File: src/rtl/pipe_hazard_ctrl_if.sv
// Hazard/stall bundle between the 5-stage pipeline and its hazard sequencer.
// master: sequencer side (drives latch controls, flags, counters); slave: pipeline side.
interface pipe_hazard_ctrl_if #(
    parameter int CNT_W = 16
);
    logic [4:0]       rs1_ID;
    logic [4:0]       rs2_ID;
    logic             rs1_used_ID;
    logic             rs2_used_ID;
    logic [4:0]       rd_EX;
    logic             mem_read_EX;
    logic             rd_we_EX;
    logic             branch_taken_EX;
    logic             dmem_req;
    logic             dmem_ack;
    logic             PC_EN;
    logic             IFID_EN;
    logic             IFID_Data_stall;
    logic             IFID_flush;
    logic             IDEX_bubble;
    logic             EXMEM_EN;
    logic             bus_err;
    logic [CNT_W-1:0] stall_cnt;
    logic [CNT_W-1:0] flush_cnt;

    modport master (
        input  rs1_ID, rs2_ID, rs1_used_ID, rs2_used_ID,
        input  rd_EX, mem_read_EX, rd_we_EX,
        input  branch_taken_EX, dmem_req, dmem_ack,
        output PC_EN, IFID_EN, IFID_Data_stall, IFID_flush,
        output IDEX_bubble, EXMEM_EN, bus_err,
        output stall_cnt, flush_cnt
    );

    modport slave (
        output rs1_ID, rs2_ID, rs1_used_ID, rs2_used_ID,
        output rd_EX, mem_read_EX, rd_we_EX,
        output branch_taken_EX, dmem_req, dmem_ack,
        input  PC_EN, IFID_EN, IFID_Data_stall, IFID_flush,
        input  IDEX_bubble, EXMEM_EN, bus_err,
        input  stall_cnt, flush_cnt
    );
endinterface

File: src/rtl/pipe_hazard_ctrl.sv
// Stall/flush sequencer: freeze > branch flush > load-use stall, plus perf counters.
// Ports: clk, rst (async active-low), hz (master modport of pipe_hazard_ctrl_if).
module pipe_hazard_ctrl #(
    parameter int BR_PENALTY  = 1,
    parameter int MEM_TIMEOUT = 255,
    parameter int CNT_W       = 16
) (
    input  logic              clk,
    input  logic              rst,
    pipe_hazard_ctrl_if.master hz
);
    localparam int TMO_W = (MEM_TIMEOUT < 2) ? 1 : $clog2(MEM_TIMEOUT + 1);
    localparam logic [TMO_W-1:0] TMO_MAX = TMO_W'(MEM_TIMEOUT);
    localparam logic [2:0] FL_INIT = 3'(BR_PENALTY - 1);

    typedef enum logic [1:0] {RUN, FREEZE, FLUSH} state_t;

    state_t           state_q, state_d;
    logic [2:0]       flush_left_q, flush_left_d;
    logic [TMO_W-1:0] tmo_cnt_q, tmo_cnt_d;
    logic             bus_err_q, bus_err_d;
    logic [CNT_W-1:0] stall_cnt_q, stall_cnt_d;
    logic [CNT_W-1:0] flush_cnt_q, flush_cnt_d;

    logic freeze_req, lu_hazard, in_flush;
    logic do_freeze, do_branch, do_flush, do_stall;

    assign freeze_req = hz.dmem_req & ~hz.dmem_ack;

    assign lu_hazard = hz.mem_read_EX & hz.rd_we_EX & (hz.rd_EX != 5'd0) &
                       ((hz.rs1_used_ID & (hz.rs1_ID == hz.rd_EX)) |
                        (hz.rs2_used_ID & (hz.rs2_ID == hz.rd_EX)));

    // Leaving FREEZE resumes a held flush in the same cycle.
    assign in_flush = (state_q == FLUSH) ||
                      ((state_q == FREEZE) && (flush_left_q != 3'd0));

    assign do_freeze = freeze_req;
    assign do_branch = ~freeze_req & hz.branch_taken_EX;
    assign do_flush  = ~freeze_req & ~hz.branch_taken_EX & in_flush;
    assign do_stall  = ~freeze_req & ~hz.branch_taken_EX & ~in_flush & lu_hazard;

    always_comb begin
        hz.PC_EN           = 1'b1;
        hz.IFID_EN         = 1'b1;
        hz.IFID_Data_stall = 1'b0;
        hz.IFID_flush      = 1'b0;
        hz.IDEX_bubble     = 1'b0;
        hz.EXMEM_EN        = 1'b1;
        state_d      = RUN;
        flush_left_d = flush_left_q;
        tmo_cnt_d    = '0;
        bus_err_d    = bus_err_q;
        stall_cnt_d  = stall_cnt_q;
        flush_cnt_d  = flush_cnt_q;
        unique case (1'b1)
            do_freeze: begin
                hz.PC_EN    = 1'b0;
                hz.IFID_EN  = 1'b0;
                hz.EXMEM_EN = 1'b0;
                state_d     = FREEZE;
                tmo_cnt_d   = (tmo_cnt_q == TMO_MAX) ? tmo_cnt_q : tmo_cnt_q + 1'b1;
                if (tmo_cnt_d == TMO_MAX) bus_err_d = 1'b1;
            end
            do_branch: begin
                hz.IFID_flush  = 1'b1;
                hz.IDEX_bubble = 1'b1;
                flush_left_d   = FL_INIT;
                state_d        = (FL_INIT != 3'd0) ? FLUSH : RUN;
                if (flush_cnt_q != '1) flush_cnt_d = flush_cnt_q + 1'b1;
            end
            do_flush: begin
                hz.IFID_flush = 1'b1;
                flush_left_d  = flush_left_q - 3'd1;
                state_d       = (flush_left_q > 3'd1) ? FLUSH : RUN;
                if (flush_cnt_q != '1) flush_cnt_d = flush_cnt_q + 1'b1;
            end
            do_stall: begin
                hz.PC_EN           = 1'b0;
                hz.IFID_Data_stall = 1'b1;
                hz.IDEX_bubble     = 1'b1;
                if (stall_cnt_q != '1) stall_cnt_d = stall_cnt_q + 1'b1;
            end
            default: ;
        endcase
    end

    always_ff @(posedge clk or negedge rst) begin
        if (!rst) begin
            state_q      <= RUN;
            flush_left_q <= '0;
            tmo_cnt_q    <= '0;
            bus_err_q    <= 1'b0;
            stall_cnt_q  <= '0;
            flush_cnt_q  <= '0;
        end else begin
            state_q      <= state_d;
            flush_left_q <= flush_left_d;
            tmo_cnt_q    <= tmo_cnt_d;
            bus_err_q    <= bus_err_d;
            stall_cnt_q  <= stall_cnt_d;
            flush_cnt_q  <= flush_cnt_d;
        end
    end

    assign hz.bus_err   = bus_err_q;
    assign hz.stall_cnt = stall_cnt_q;
    assign hz.flush_cnt = flush_cnt_q;
endmodule

File: src/flat_wrapper.sv
// flat-port wrapper written by rule: the top's interface ports become plain ports
module pipe_hazard_ctrl_flat 
#(
    parameter int BR_PENALTY  = 1,
    parameter int MEM_TIMEOUT = 255,
    parameter int CNT_W       = 16
)
  (clk, rst, hz_rs1_ID, hz_rs2_ID, hz_rs1_used_ID, hz_rs2_used_ID, hz_rd_EX, hz_mem_read_EX, hz_rd_we_EX, hz_branch_taken_EX, hz_dmem_req, hz_dmem_ack, hz_PC_EN, hz_IFID_EN, hz_IFID_Data_stall, hz_IFID_flush, hz_IDEX_bubble, hz_EXMEM_EN, hz_bus_err, hz_stall_cnt, hz_flush_cnt);
  pipe_hazard_ctrl_if #(.CNT_W(CNT_W)) hz_i ();
  input  logic clk;
  input  logic rst;
  input wire logic [$bits(hz_i.rs1_ID)-1:0] hz_rs1_ID;
  input wire logic [$bits(hz_i.rs2_ID)-1:0] hz_rs2_ID;
  input wire logic [$bits(hz_i.rs1_used_ID)-1:0] hz_rs1_used_ID;
  input wire logic [$bits(hz_i.rs2_used_ID)-1:0] hz_rs2_used_ID;
  input wire logic [$bits(hz_i.rd_EX)-1:0] hz_rd_EX;
  input wire logic [$bits(hz_i.mem_read_EX)-1:0] hz_mem_read_EX;
  input wire logic [$bits(hz_i.rd_we_EX)-1:0] hz_rd_we_EX;
  input wire logic [$bits(hz_i.branch_taken_EX)-1:0] hz_branch_taken_EX;
  input wire logic [$bits(hz_i.dmem_req)-1:0] hz_dmem_req;
  input wire logic [$bits(hz_i.dmem_ack)-1:0] hz_dmem_ack;
  output wire logic [$bits(hz_i.PC_EN)-1:0] hz_PC_EN;
  output wire logic [$bits(hz_i.IFID_EN)-1:0] hz_IFID_EN;
  output wire logic [$bits(hz_i.IFID_Data_stall)-1:0] hz_IFID_Data_stall;
  output wire logic [$bits(hz_i.IFID_flush)-1:0] hz_IFID_flush;
  output wire logic [$bits(hz_i.IDEX_bubble)-1:0] hz_IDEX_bubble;
  output wire logic [$bits(hz_i.EXMEM_EN)-1:0] hz_EXMEM_EN;
  output wire logic [$bits(hz_i.bus_err)-1:0] hz_bus_err;
  output wire logic [$bits(hz_i.stall_cnt)-1:0] hz_stall_cnt;
  output wire logic [$bits(hz_i.flush_cnt)-1:0] hz_flush_cnt;
  assign hz_i.rs1_ID = hz_rs1_ID;
  assign hz_i.rs2_ID = hz_rs2_ID;
  assign hz_i.rs1_used_ID = hz_rs1_used_ID;
  assign hz_i.rs2_used_ID = hz_rs2_used_ID;
  assign hz_i.rd_EX = hz_rd_EX;
  assign hz_i.mem_read_EX = hz_mem_read_EX;
  assign hz_i.rd_we_EX = hz_rd_we_EX;
  assign hz_i.branch_taken_EX = hz_branch_taken_EX;
  assign hz_i.dmem_req = hz_dmem_req;
  assign hz_i.dmem_ack = hz_dmem_ack;
  assign hz_PC_EN = hz_i.PC_EN;
  assign hz_IFID_EN = hz_i.IFID_EN;
  assign hz_IFID_Data_stall = hz_i.IFID_Data_stall;
  assign hz_IFID_flush = hz_i.IFID_flush;
  assign hz_IDEX_bubble = hz_i.IDEX_bubble;
  assign hz_EXMEM_EN = hz_i.EXMEM_EN;
  assign hz_bus_err = hz_i.bus_err;
  assign hz_stall_cnt = hz_i.stall_cnt;
  assign hz_flush_cnt = hz_i.flush_cnt;
  pipe_hazard_ctrl #(.BR_PENALTY(BR_PENALTY), .MEM_TIMEOUT(MEM_TIMEOUT), .CNT_W(CNT_W)) u_core (.clk(clk), .rst(rst), .hz(hz_i));
endmodule
File: config.mk
export PLATFORM = sky130hd
export DESIGN_NAME = pipe_hazard_ctrl_flat
export DESIGN_NICKNAME = d
export VERILOG_FILES = /design/src/rtl/pipe_hazard_ctrl_if.sv /design/src/rtl/pipe_hazard_ctrl.sv /design/src/flat_wrapper.sv
export SDC_FILE = /design/constraint.sdc
export NUM_CORES = 1
export LEC_CHECK = 0
export ABC_AREA = 0
export CORE_AREA = 2 2 78 80
export DETAILED_ROUTE_END_ITERATION = 16
export DIE_AREA = 0 0 80 82
export GPL_ROUTABILITY_DRIVEN = 0
export PLACE_DENSITY = 0.81
export SYNTH_ARGS = -nofsm -noshare
export SYNTH_HDL_FRONTEND = slang
export SYNTH_SLANG_ARGS = --single-unit
export TNS_END_PERCENT = 10
File: constraint.sdc
create_clock -name clk -period 7 [get_ports clk]
set_input_delay 1.75 -clock clk [delete_from_list [all_inputs] [get_ports clk]]
set_output_delay 1.75 -clock clk [all_outputs]
set_load 0.05 [all_outputs]
==> flow_metrics.py, run 1 <==
metrics = {
    "clock_tree": {
        "path_clk_slew_ns": 0.08,
        "cts_tree": "done",
        "postCtsSetupBuffers": 0,
        "clkSinkCount": 46,
        "clock_latency_ns": 0.30,
        "clk_path_buf_depth": 2,
        "cts_hold_buffers": 0,
        "cts_resized": 0,
        "root_buffer": "clkbuf_8",
        "htreeDepth": 2,
        "cts_inserted_buffers": 5,
    },
    "drt": {
        "route.detailed.drc": 0,
        "wl_per_cell_um": 14.3,
        "routed_wl_mm": 5.59,
        "via_count": 2125,
        "ant_nets": 0,
        "firstDrtPassIters": 4,
        "wl_met1_mm": 2.50,
        "post_drt_via_cell_ratio": 5.43,
        "first_iter_violations": 197,
        "route.met2.wl_mm": 2.75,
        "wl_met3_um": 235,
        "top_layer": "met4",
    },
    "global_route": {
        "grt_first_pass_wirelength_mm": 9.34,
        "grt_start_max_net_pins": 47,
        "antenna_found_initial": 0,
        "grt_pass1_vias": 1979,
        "grt-ovfl-total": 0,
        "track_usage_pct": 18.2,
    },
    "finish": {
        "drive_above_1_share_pct": 8.86,
        "area.growth.synth_to_final_pct": 30.7,
        "finalNetCount": 345,
        "final_cell_mix": "61 x clkdlybuf4s50_1, 46 x dfrtp_1, 36 x xnor2_1",
        "layout_commonest_cell": "clkdlybuf4s50_1",
        "antennaDiodeCount": 0,
        "fin_cells": 391,
    },
    "timing": {
        "fin_ws_ns": 0.969,
        "setup_tns_ns": 0,
        "slew_headroom_pct": 31.5,
        "timing.final.crit_share_pct": 86.2,
        "tightestPinTransition_ns": 1.03,
        "maxSlewViolCount": 0,
        "fin_crit_ns": 6.03,
        "hold_viol_final": 0,
        "finalSetupViolations": 0,
        "clock_skew_ns": 0.0139,
        "grt_setup_unrepaired": "no",
        "fmax_mhz": 166,
    },
    "yosys": {
        "synthCells": 250,
        "synth-compound-area-share_pct": 8.22,
        "synth_xor_area_share_pct": 13.4,
        "syn_nets": 280,
        "yosys_warnings": 0,
        "synth_top_cell_by_area": "dfrtp_1",
        "yosys.area_share.simple_pct": 24.5,
        "synthArstFlopShare_pct": 100,
        "ys_ff_latch": 46,
        "synth.cell_area_mm2": 0.00254,
        "ys.flop_type": "dfrtp_1",
        "synth.mux.area_fraction_pct": 2.95,
        "yosysSeqAreaShare_pct": 45.3,
        "synth-edff-count": 0,
        "avgSynthCellArea_um2": 10.2,
        "ys_top_cells_by_area": "dfrtp_1 45%, xnor2_1 12%, nand4_1 5.7%, nand2_1 3.2%, ha_1 3.0%",
        "synth.top_cell.area_share_pct": 45.3,
        "synthAdderAreaFrac_pct": 2.95,
        "yosysUniqueCellTypes": 44,
        "synth_top_family_by_area": "simple AND/OR/NAND/NOR gates",
    },
    "die": {
        "rows": 28,
        "die-height_um": 82,
        "ios": 63,
        "core_area_mm2": 0.00575,
        "die_x_um": 80,
        "dieArea_mm2": 0.00656,
        "initial_core_util_pct": 44.2,
    },
    "place": {
        "dp.cells": 383,
        "post-dp-hpwl_mm": 4.16,
        "preCtsSetupSlack_ns": 0.963,
        "numPortBuffers": 62,
    },
    "setup_path": {
        "worstReg2RegStart": "u_core.flush_left_q[1]",
        "cp_cell_sequence": "clkdlybuf4s50_1, or4_1, o2111ai_2, nor2_2, and2_2, nor2_1, clkdlybuf4s50_1",
        "cpMostUsedCell": "clkdlybuf4s50_1",
        "r2r_cells": 7,
        "critical_path_arrival_ns": 4.28,
        "required_ns": 5.25,
        "worstSetupStartpointType": "primary input",
        "path_class": "in2out",
        "cp_slowest_stage_delay_ns": 0.80,
        "r2r-end": "u_core.hz.stall_cnt[1]",
        "worst_path_max_delay_cell": "clkdlybuf4s50_1",
        "r2r_setup_slack_ns": 4.84,
        "path_max_fanout": 16,
        "endpoint_kind": "primary output",
        "setup.worst_path.start": "hz_rd_EX[0]",
    },
    "status": {
        "status": "completed",
    },
    "worst_hold_path": {
        "min_to": "u_core.hz.bus_err",
        "hold_path_depth": 1,
        "hp-class": "reg2reg",
        "min_from": "u_core.hz.bus_err",
    },
    "power_and_ir_drop": {
        "cellPowerDensity_mw_per_mm2": 217,
        "p_leak_nw": 1.35,
        "peakVddDrop_v": 0.000148,
    },
    "flow_run": {
        "cap_violations": 0,
    },
}
## cell families after synthesis
kind of cell               Yosys count
xor gates and xnor gates            39
muxes                                7
DFF                                 46
buffers and inverters               11
adders and majority gates            6
and+or+nand+nor                    113
AOI/OAI and AO/OA                   28
## registers in the layout, indices dropped and copies added, names as in the netlist
signal,flops
u_core.flush_left_q,3
u_core.hz.flush_cnt,16
u_core.tmo_cnt_q,8
u_core.hz.stall_cnt,16
u_core.state_q,2
u_core.hz.bus_err,1
## critical path: cells and delay by family
| kind | cells | cell delay [ns] |
|---|---|---|
| buffers and inverters | 2 | 1.27 |
| AO/OA/AOI/OAI | 1 | 0.20 |
| AND/OR/NAND/NOR | 4 | 1.05 |
## where the power goes
| group | switching [W] | internal [W] |
|---|---|---|
| combinational | 0.000135 | 0.0000849 |
| sequential | 0.0000303 | 0.000289 |
| clock | 0.0000900 | 0.0000906 |
| total | 0.000255 | 0.000465 |
## how the worst max path moves through the flow
stage | endpoint | slack (ns) | cells after the start
2_1_floorplan | hz_PC_EN | 1.72 | 5
4_1_cts | hz_PC_EN | 0.95 | 7
6_report | hz_PC_EN | 0.97 | 7
3_3_place_gp | hz_PC_EN | 1.01 | 7
5_1_grt | hz_PC_EN | 0.86 | 7
3_5_place_dp | hz_PC_EN | 0.96 | 7
## stage by stage
step / cell area, µm² / util [%] / hold slack (ns) / power, W
after floorplan: 2540 / - / 0.478 / 0.000464
after global placement: 3220 / 56.0 / 0.452 / 0.000541
after detailed placement: 3220 / 56.0 / 0.454 / 0.000546
after CTS: 3320 / 57.8 / 0.472 / 0.000728
after global routing: 3320 / 57.8 / 0.498 / 0.000760
final: 3320 / 57.8 / 0.466 / 0.000720
## cell type report
| type | count | area, µm² |
|---|---|---|
| fillers | 523 | 2420 |
| multi-input cells | 193 | 1320 |
| flip-flops and latches | 46 | 1150 |
| repair buffers | 64 | 631 |
| clock buffers | 7 | 96.3 |
| well taps | 75 | 93.8 |
| inverters | 5 | 18.8 |
| clock inverters | 1 | 8.76 |
## cells in the mapped netlist (4+ instances only)
master and count:
nand3_1 14, and3_1 8, dfrtp_1 46, and4_1 5
a21oi_1 9, inv_1 5, nand4_1 23, nor3_1 5
nor2_1 17, a31oi_1 5, mux2_2 4, ha_1 6
xnor2_1 36, nand2_1 22
## per-layer routing
metal	vias to the layer above	track usage, %
met5	-	0
met4	0	7.29
met3	9	2.64
met2	62	30.3
met1	1016	24.1
li1	1038	-
(Power assumes the default switching activity.)
==> run 2, diff against run 1 <==
Settings changed: CAP_MARGIN from default to 25, DONT_BUFFER_PORTS from default to 1, PLACE_DENSITY 0.81 to 0.67.
==> flow_metrics.py, run 2 (synthesis results as in run 1) <==
metrics = {
    "drt": {
        "wl_per_cell_um": 15.4,
        "first_iter_violations": 132,
        "via_count": 1858,
        "post_drt_via_cell_ratio": 5.66,
        "routed_wl_mm": 5.06,
        "ant_nets": 0,
        "firstDrtPassIters": 4,
        "route.detailed.drc": 0,
    },
    "finish": {
        "fin_cells": 328,
        "finalNetCount": 282,
        "final_cell_mix": "46 x dfrtp_1, 36 x xnor2_1, 23 x nand4_1",
        "antennaDiodeCount": 0,
        "final.fill_count": 558,
        "multiInputGateArea_mm2": 0.00133,
        "layout_commonest_cell": "dfrtp_1",
        "area.growth.synth_to_final_pct": 5.76,
        "area.sequential_mm2": 0.00115,
        "drive_above_1_share_pct": 10.3,
    },
    "die": {
        "initial_core_util_pct": 44.2,
        "core_area_mm2": 0.00575,
        "ios": 63,
        "rows": 28,
        "dieArea_mm2": 0.00656,
        "die-height_um": 82,
        "die_x_um": 80,
    },
    "clock_tree": {
        "path_clk_slew_ns": 0.08,
        "clkSinkCount": 46,
        "cts_tree": "done",
        "clk_path_buf_depth": 2,
        "root_buffer": "clkbuf_8",
        "postCtsSetupBuffers": 0,
        "cts_resized": 0,
        "cts_inserted_buffers": 5,
        "htreeDepth": 2,
        "clock_latency_ns": 0.29,
        "cts_hold_buffers": 0,
    },
    "flow_run": {
        "cap_violations": 0,
    },
    "global_route": {
        "grt_first_pass_wirelength_mm": 8.22,
        "track_usage_pct": 16.0,
        "grt_start_max_net_pins": 47,
        "antenna_found_initial": 0,
        "grt-ovfl-total": 0,
        "grt_pass1_vias": 1835,
    },
    "setup_path": {
        "cp_slowest_stage_delay_ns": 0.71,
        "worst_path_max_delay_cell": "nor2_1",
        "endpoint_kind": "primary output",
        "required_ns": 5.25,
        "critical_path_buf_inv_count": 0,
        "path_max_fanout": 16,
        "worstSetupStartpointType": "primary input",
        "path_class": "in2out",
        "crit_family": "simple AND/OR/NAND/NOR gates",
        "critical_path_arrival_ns": 3.70,
        "cp_cell_sequence": "or4_1, o2111ai_2, nor2_2, and2_2, nor2_1",
    },
    "place": {
        "preCtsSetupSlack_ns": 1.55,
        "numPortBuffers": 0,
        "dp.cells": 320,
        "post-dp-hpwl_mm": 3.69,
    },
    "timing": {
        "hold_viol_final": 0,
        "fin_crit_ns": 5.45,
        "grt_setup_unrepaired": "no",
        "setup_tns_ns": 0,
        "finalSetupViolations": 0,
        "maxSlewViolCount": 0,
        "fmax_mhz": 184,
        "timing.final.crit_share_pct": 77.8,
        "slew_headroom_pct": 41.1,
        "clock_skew_ns": 0.00805,
        "tightestPinTransition_ns": 0.880,
        "fin_ws_ns": 1.55,
    },
    "power_and_ir_drop": {
        "p_leak_nw": 1.11,
        "cellPowerDensity_mw_per_mm2": 238,
        "peakVddDrop_v": 0.000218,
        "p_total_w": 0.000640,
    },
    "status": {
        "status": "completed",
    },
    "worst_hold_path": {
        "hp-class": "reg2reg",
    },
}
-- run 2: path summary, 6_finish.rpt --
| kind | from | cells past startpoint | endpoint | slack (ns) |
|---|---|---|---|---|
| max reg2reg | u_core.hz.stall_cnt[3] | 5 | u_core.hz.stall_cnt[1] | 4.75 |
| min in group asynchronous | rst | 0 | u_core.hz.stall_cnt[5] | 1.15 |
| max in group asynchronous | rst | 0 | u_core.hz.stall_cnt[6] | 5.77 |
| max | hz_rd_EX[0] | 5 | hz_PC_EN | 1.55 |
| min reg2reg | u_core.flush_left_q[0] | 1 | u_core.flush_left_q[0] | 0.50 |
| min | u_core.flush_left_q[0] | 1 | u_core.flush_left_q[0] | 0.50 |
-- run 2: where the power goes --
group	internal [W]	switching, W
Combinational	0.0000387	0.0000450
Clock	0.0000798	0.0000849
Sequential	0.000288	0.000104
Total	0.000406	0.000234
-- run 2: area by class of cell --
cell class                      count  area share [%]
Inverter                            5           0.698
Multi-Input combinational cell    193            49.3
Tap cell                           75            3.49
Clock buffer                        7            3.21
Timing Repair Buffer                1           0.279
Sequential cell                    46            42.8
Clock inverter                      1           0.186
-- run 2: routing by layer --
metal	part of all wire (%)	global-route usage [%]
met5	0	0
met4	0.53	5.42
met3	9.0	6.04
met2	47	26.9
met1	43	19.0
-- run 2: stage by stage --
step / cell area, µm² / utilization, % / hold WS, ns
after floorplan: 2540 / - / 0.478
after global placement: 2600 / 45.2 / 0.491
final: 2690 / 46.8 / 0.500
after detailed placement: 2600 / 45.2 / 0.495
after global routing: 2690 / 46.8 / 0.523
after CTS: 2690 / 46.8 / 0.507
==> run 3, diff against run 2 <==
Settings changed: PLACE_DENSITY 0.67 to 0.69.
Clock period 7 ns to 4.7 ns, I/O delays scaled along.
==> flow_metrics.py, run 3 (synthesis results as in run 1) <==
metrics = {
    "power_and_ir_drop": {
        "p_total_w": 0.00101,
        "cellPowerDensity_mw_per_mm2": 368,
        "p_leak_nw": 1.14,
        "peakVddDrop_v": 0.000439,
    },
    "clock_tree": {
        "htreeDepth": 2,
        "root_buffer": "clkbuf_8",
        "cts_resized": 0,
        "clkSinkCount": 46,
        "clock_latency_ns": 0.29,
        "cts_tree": "done",
        "path_clk_slew_ns": 0.09,
        "cts_hold_buffers": 0,
        "postCtsSetupBuffers": 0,
        "cts_inserted_buffers": 5,
        "clk_path_buf_depth": 2,
    },
    "setup_path": {
        "r2r_cells": 5,
        "r2r-end": "u_core.hz.stall_cnt[1]",
        "path_max_fanout": 16,
        "path_class": "in2out",
        "endpoint_kind": "primary output",
        "required_ns": 3.52,
        "critical_path_arrival_ns": 2.66,
        "worstReg2RegStart": "u_core.hz.stall_cnt[3]",
        "worstSetupStartpointType": "primary input",
        "r2r_setup_slack_ns": 2.45,
    },
    "global_route": {
        "grt_first_pass_wirelength_mm": 9.02,
        "grt_pass1_vias": 1864,
        "grt-ovfl-total": 0,
        "track_usage_pct": 17.6,
        "antenna_found_initial": 0,
        "grt_start_max_net_pins": 47,
    },
    "finish": {
        "final_cell_mix": "46 x dfrtp_1, 36 x xnor2_1, 23 x nand4_1",
        "drive_above_1_share_pct": 11.3,
        "finalNetCount": 286,
        "area.growth.synth_to_final_pct": 8.03,
        "layout_commonest_cell": "dfrtp_1",
        "antennaDiodeCount": 0,
    },
    "timing": {
        "finalSetupViolations": 0,
        "clock_skew_ns": 0.00608,
        "hold_viol_final": 0,
        "setup_tns_ns": 0,
        "tightestPinTransition_ns": 0.690,
        "slew_headroom_pct": 54.0,
        "fin_crit_ns": 3.83,
        "fmax_mhz": 261,
        "timing.final.crit_share_pct": 81.5,
        "fin_ws_ns": 0.868,
        "grt_setup_unrepaired": "no",
        "maxSlewViolCount": 0,
        "holdWs_ns": 0.529,
    },
    "place": {
        "numPortBuffers": 0,
        "preCtsSetupSlack_ns": 0.861,
        "post-dp-hpwl_mm": 4.00,
    },
    "worst_hold_path": {
        "hp-class": "reg2reg",
        "hold_path_depth": 1,
        "min_from": "u_core.flush_left_q[0]",
        "min_to": "u_core.flush_left_q[0]",
    },
    "drt": {
        "wl_per_cell_um": 16.4,
        "routed_wl_mm": 5.44,
        "firstDrtPassIters": 5,
        "route.detailed.drc": 0,
        "via_count": 1897,
        "first_iter_violations": 125,
        "post_drt_via_cell_ratio": 5.71,
        "ant_nets": 0,
    },
    "die": {
        "dieArea_mm2": 0.00656,
        "die-height_um": 82,
        "die_x_um": 80,
        "ios": 63,
        "core_area_mm2": 0.00575,
        "rows": 28,
        "initial_core_util_pct": 44.2,
    },
    "flow_run": {
        "cap_violations": 0,
    },
    "status": {
        "status": "completed",
    },
}
run 3: cell types whose count changed in the layout (fill, tap and decap cells not counted):
cell	before	now
buf_12	0	1
buf_4	1	4
bufinv_16	0	1
clkbuf_1	1	2
clkbuf_8	6	5
clkinv_2	1	0
run 3: how the worst max path moves through the flow:
stage           startpoint             end  slack (ns)
2_1_floorplan  hz_rd_EX[0]        hz_PC_EN        0.57
3_3_place_gp   hz_rd_EX[0]  hz_IDEX_bubble        0.87
3_5_place_dp   hz_rd_EX[0]  hz_IDEX_bubble        0.86
4_1_cts        hz_rd_EX[0]  hz_IDEX_bubble        0.86
5_1_grt        hz_rd_EX[0]  hz_IDEX_bubble        0.81
6_report       hz_rd_EX[0]  hz_IDEX_bubble        0.87
run 3: metrics by stage:
| step | util, % | cell area, µm² | cells |
|---|---|---|---|
| after floorplan | - | 2540 | 250 |
| final | 47.8 | 2750 | 332 |
| after detailed placement | 45.9 | 2640 | 324 |
| after CTS | 47.8 | 2750 | 332 |
| after global placement | 45.9 | 2640 | 324 |
| after global routing | 47.8 | 2750 | 332 |
run 3: worst max-delay path, cell delays in order:
cell,delay [ns]
or4_1,0.52
o2111ai_2,0.22
nor2_2,0.16
and2_2,0.24
a21o_1,0.18
buf_12,0.15
run 3: cell type report:
class                           count  area (µm²)
Fill cell                         558        3000
Multi-Input combinational cell    193        1330
Sequential cell                    46        1150
Tap cell                           75        93.8
Clock buffer                        7        76.3
Timing Repair Buffer                5        50.0
Clock inverter                      1        30.0
Inverter                            5        18.8
run 3: where the power goes:
part	internal [W]	switching [W]
clock	0.000159	0.000128
sequential	0.000428	0.000160
combinational	0.0000615	0.0000723
total	0.000649	0.000361
run 3: per-layer routing:
metal  track usage, %  share of wire, %  vias up
met4             6.10               1.2        0
li1                 -                 -      914
met2             29.1                48       70
met5                0                 0        -
met1             22.1                43      907
met3             5.16               7.9        6
==> RTL change, RTL diff (settings of run 3) <==
Reset style: synchronous (`rst`), changed in one clocked block. Comments in the files are not updated.
--- a/src/rtl/pipe_hazard_ctrl.sv
+++ b/src/rtl/pipe_hazard_ctrl.sv
@@ -85,7 +85,7 @@
         endcase
     end
 
-    always_ff @(posedge clk or negedge rst) begin
+    always_ff @(posedge clk) begin
         if (!rst) begin
             state_q      <= RUN;
             flush_left_q <= '0;
Check against the original RTL: differs if rst is asserted again (counterexample within 4 cycles, from zero or initial values and one cycle with rst low); with rst held inactive, the same outputs for 10 cycles.
==> RTL change against run 3 <==
Final area increased by 2.9%. Critical path depth increased by 1. First-iteration DRC count decreased by 21%. Wire length increased by 5.9%. Synthesized area increased by 2.6%. Setup slack improved by 0.14 ns. Largest cell class unchanged. Sequential cell count unchanged. Non-clock buffer count increased by 4.
Power is not compared: it rests on default switching activity, and its combinational part moved more than twofold at a synthesized area within 25%.
==> RTL change: results (changes against run 3) <==
status: finished, final reports clean
H-Tree Depth: 2 (unchanged)
CLK BUF: 5 (-2)
Synth warnings: 0 (unchanged)
DR WL/cell: 14.7 um (-10%)
Fill cells: 555 (-0.54%)
Buffers on Ports: 0 (unchanged)
Placed Cells: 383 (+18%)
initial antenna violation count: 0 (unchanged)
post-DP HPWL: 3970 um (-0.88%)
layout cells sized above 1: 6.96% (-4.3 points)
Place WS: 1.03 ns (+0.174 ns)
invs w/o clock: 10 (+5)
number of synthesized register bits: 46 (unchanged)
reg2reg start: u_core.hz.flush_cnt[6]$_SDFFE_PN0P_
register share of the cell area: 32.6% (-9.3 points)
total length of routed wires: 5760 um (+5.9%)
Final Hold Slack: 0.520 ns (-0.00952 ns)
Non-clock buffers: 9 (+4)
ys async rst share: 0% (-100 points)
largest net degree at the start of global routing: 33 (-30%)
non-clk buf share: 2.84% (+1.0 points)
vias in the first global route: 1959 (+5.1%)
Post-Route Skew: 0.0101 ns (+0.00401 ns)
drt initial violations: 99 (-21%)
r2r setup slk: 2.01 ns (-0.44 ns)
worst-path fanout max: 19 (+3)
area occupied by multi-input gates: 0.00158 mm^2 (+19%)
clock slew at reported path FFs: 0.09 ns (about the same)
all-layer global routing usage: 16.8% (-0.79 points)
final core utilization: 49.2% (+1.4 points)
Clock-cell share: 3.99% (+0.11 points)
via count: 2362 (+25%)
RR Endpoint: u_core.hz.flush_cnt[6]$_SDFFE_PN0P_
TritonRoute pass-1 iters: 4 (-1)
Synth top area share: 35.3% (-10 points)
Hold Crit Endpoint: u_core.flush_left_q[2]$_SDFFE_PN0P_
Multi-In Gates: 243 (+26%)
R2R depth: 6 (+1)
Worst Path Arrival: 2.52 ns (-0.14 ns)
Worst slew margin: 49.5% (-4.5 points)
post-CTS sizing: 0 (unchanged)
Synth cell types: 48 (+9.1%)
first-pass GRT wire length: 8890 um (-1.5%)
hold path cells: 2 (+1)
Cell Pwr Density: 266 mW/mm^2
sequential area share after synthesis: 35.3% (-10 points)
Hold Crit Start: u_core.flush_left_q[2]$_SDFFE_PN0P_
antenna cells: 0 (unchanged)
most frequent cells after synthesis: 46 x dfxtp_1, 28 x nand2_1, 23 x a21oi_1
Synth area leaders: dfxtp_1 35%, mux2i_1 5.4%, a21oi_1 4.4%
Post-CTS Setup Bufs: 0 (unchanged)
Gate Count Post-Synth: 315 (+26%)
DP Area: 0.00271 mm^2 (+2.8%)
synthesized net count: 345 (+23%)
HP Class: reg -> reg
Clk Latency, worst-skew pair: 0.30 ns
-- RTL change: cell families after synthesis --
group | count (synthesis) | share of synthesized area [%]
multiplexers | 15 | 5.81
AO/OA/AOI/OAI | 61 | 14.8
XOR/XNOR | 13 | 4.37
flip-flops | 46 | 35.3
buffers and inverters | 26 | 4.27
AND/OR/NAND/NOR | 148 | 32.5
adder cells (fa/ha/maj) | 6 | 2.88
-- RTL change: layer usage --
layer  vias to the layer above  routed length, um  global-route usage (%)
met3                        10                321                    4.73
met2                        67               2680                    27.1
li1                       1184                  -                       -
met1                      1101               2630                    21.2
met5                         -                  0                       0
met4                         0                123                    6.78
-- RTL change: how the worst max path moves through the flow --
stage,endpoint,slack [ns],start,cells past startpoint
finish,hz_IDEX_bubble,1.01,hz_rd_EX[4],7
floorplan,hz_PC_EN,0.27,hz_rd_EX[4],6
global placement,hz_IDEX_bubble,1.05,hz_rd_EX[4],7
detailed placement,hz_IDEX_bubble,1.03,hz_rd_EX[4],7
global route,hz_IDEX_bubble,0.89,hz_dmem_req,7
CTS,hz_IDEX_bubble,1.02,hz_rd_EX[4],7
-- RTL change: where the power goes --
| part | total, mW | switching [mW] | internal (mW) |
|---|---|---|---|
| Sequential | 0.399 | 0.00767 | 0.391 |
| Clock | 0.305 | 0.146 | 0.160 |
| Combinational | 0.0464 | 0.0297 | 0.0167 |
| Total | 0.751 | 0.183 | 0.568 |
-- RTL change: worst max-delay path, stage by stage --
cell and delay, ns:
xor2_1 0.14, nor4_1 0.28, a32oi_1 0.14, buf_4 0.21
nor2_1 0.25, a21o_1 0.17, buf_12 0.14
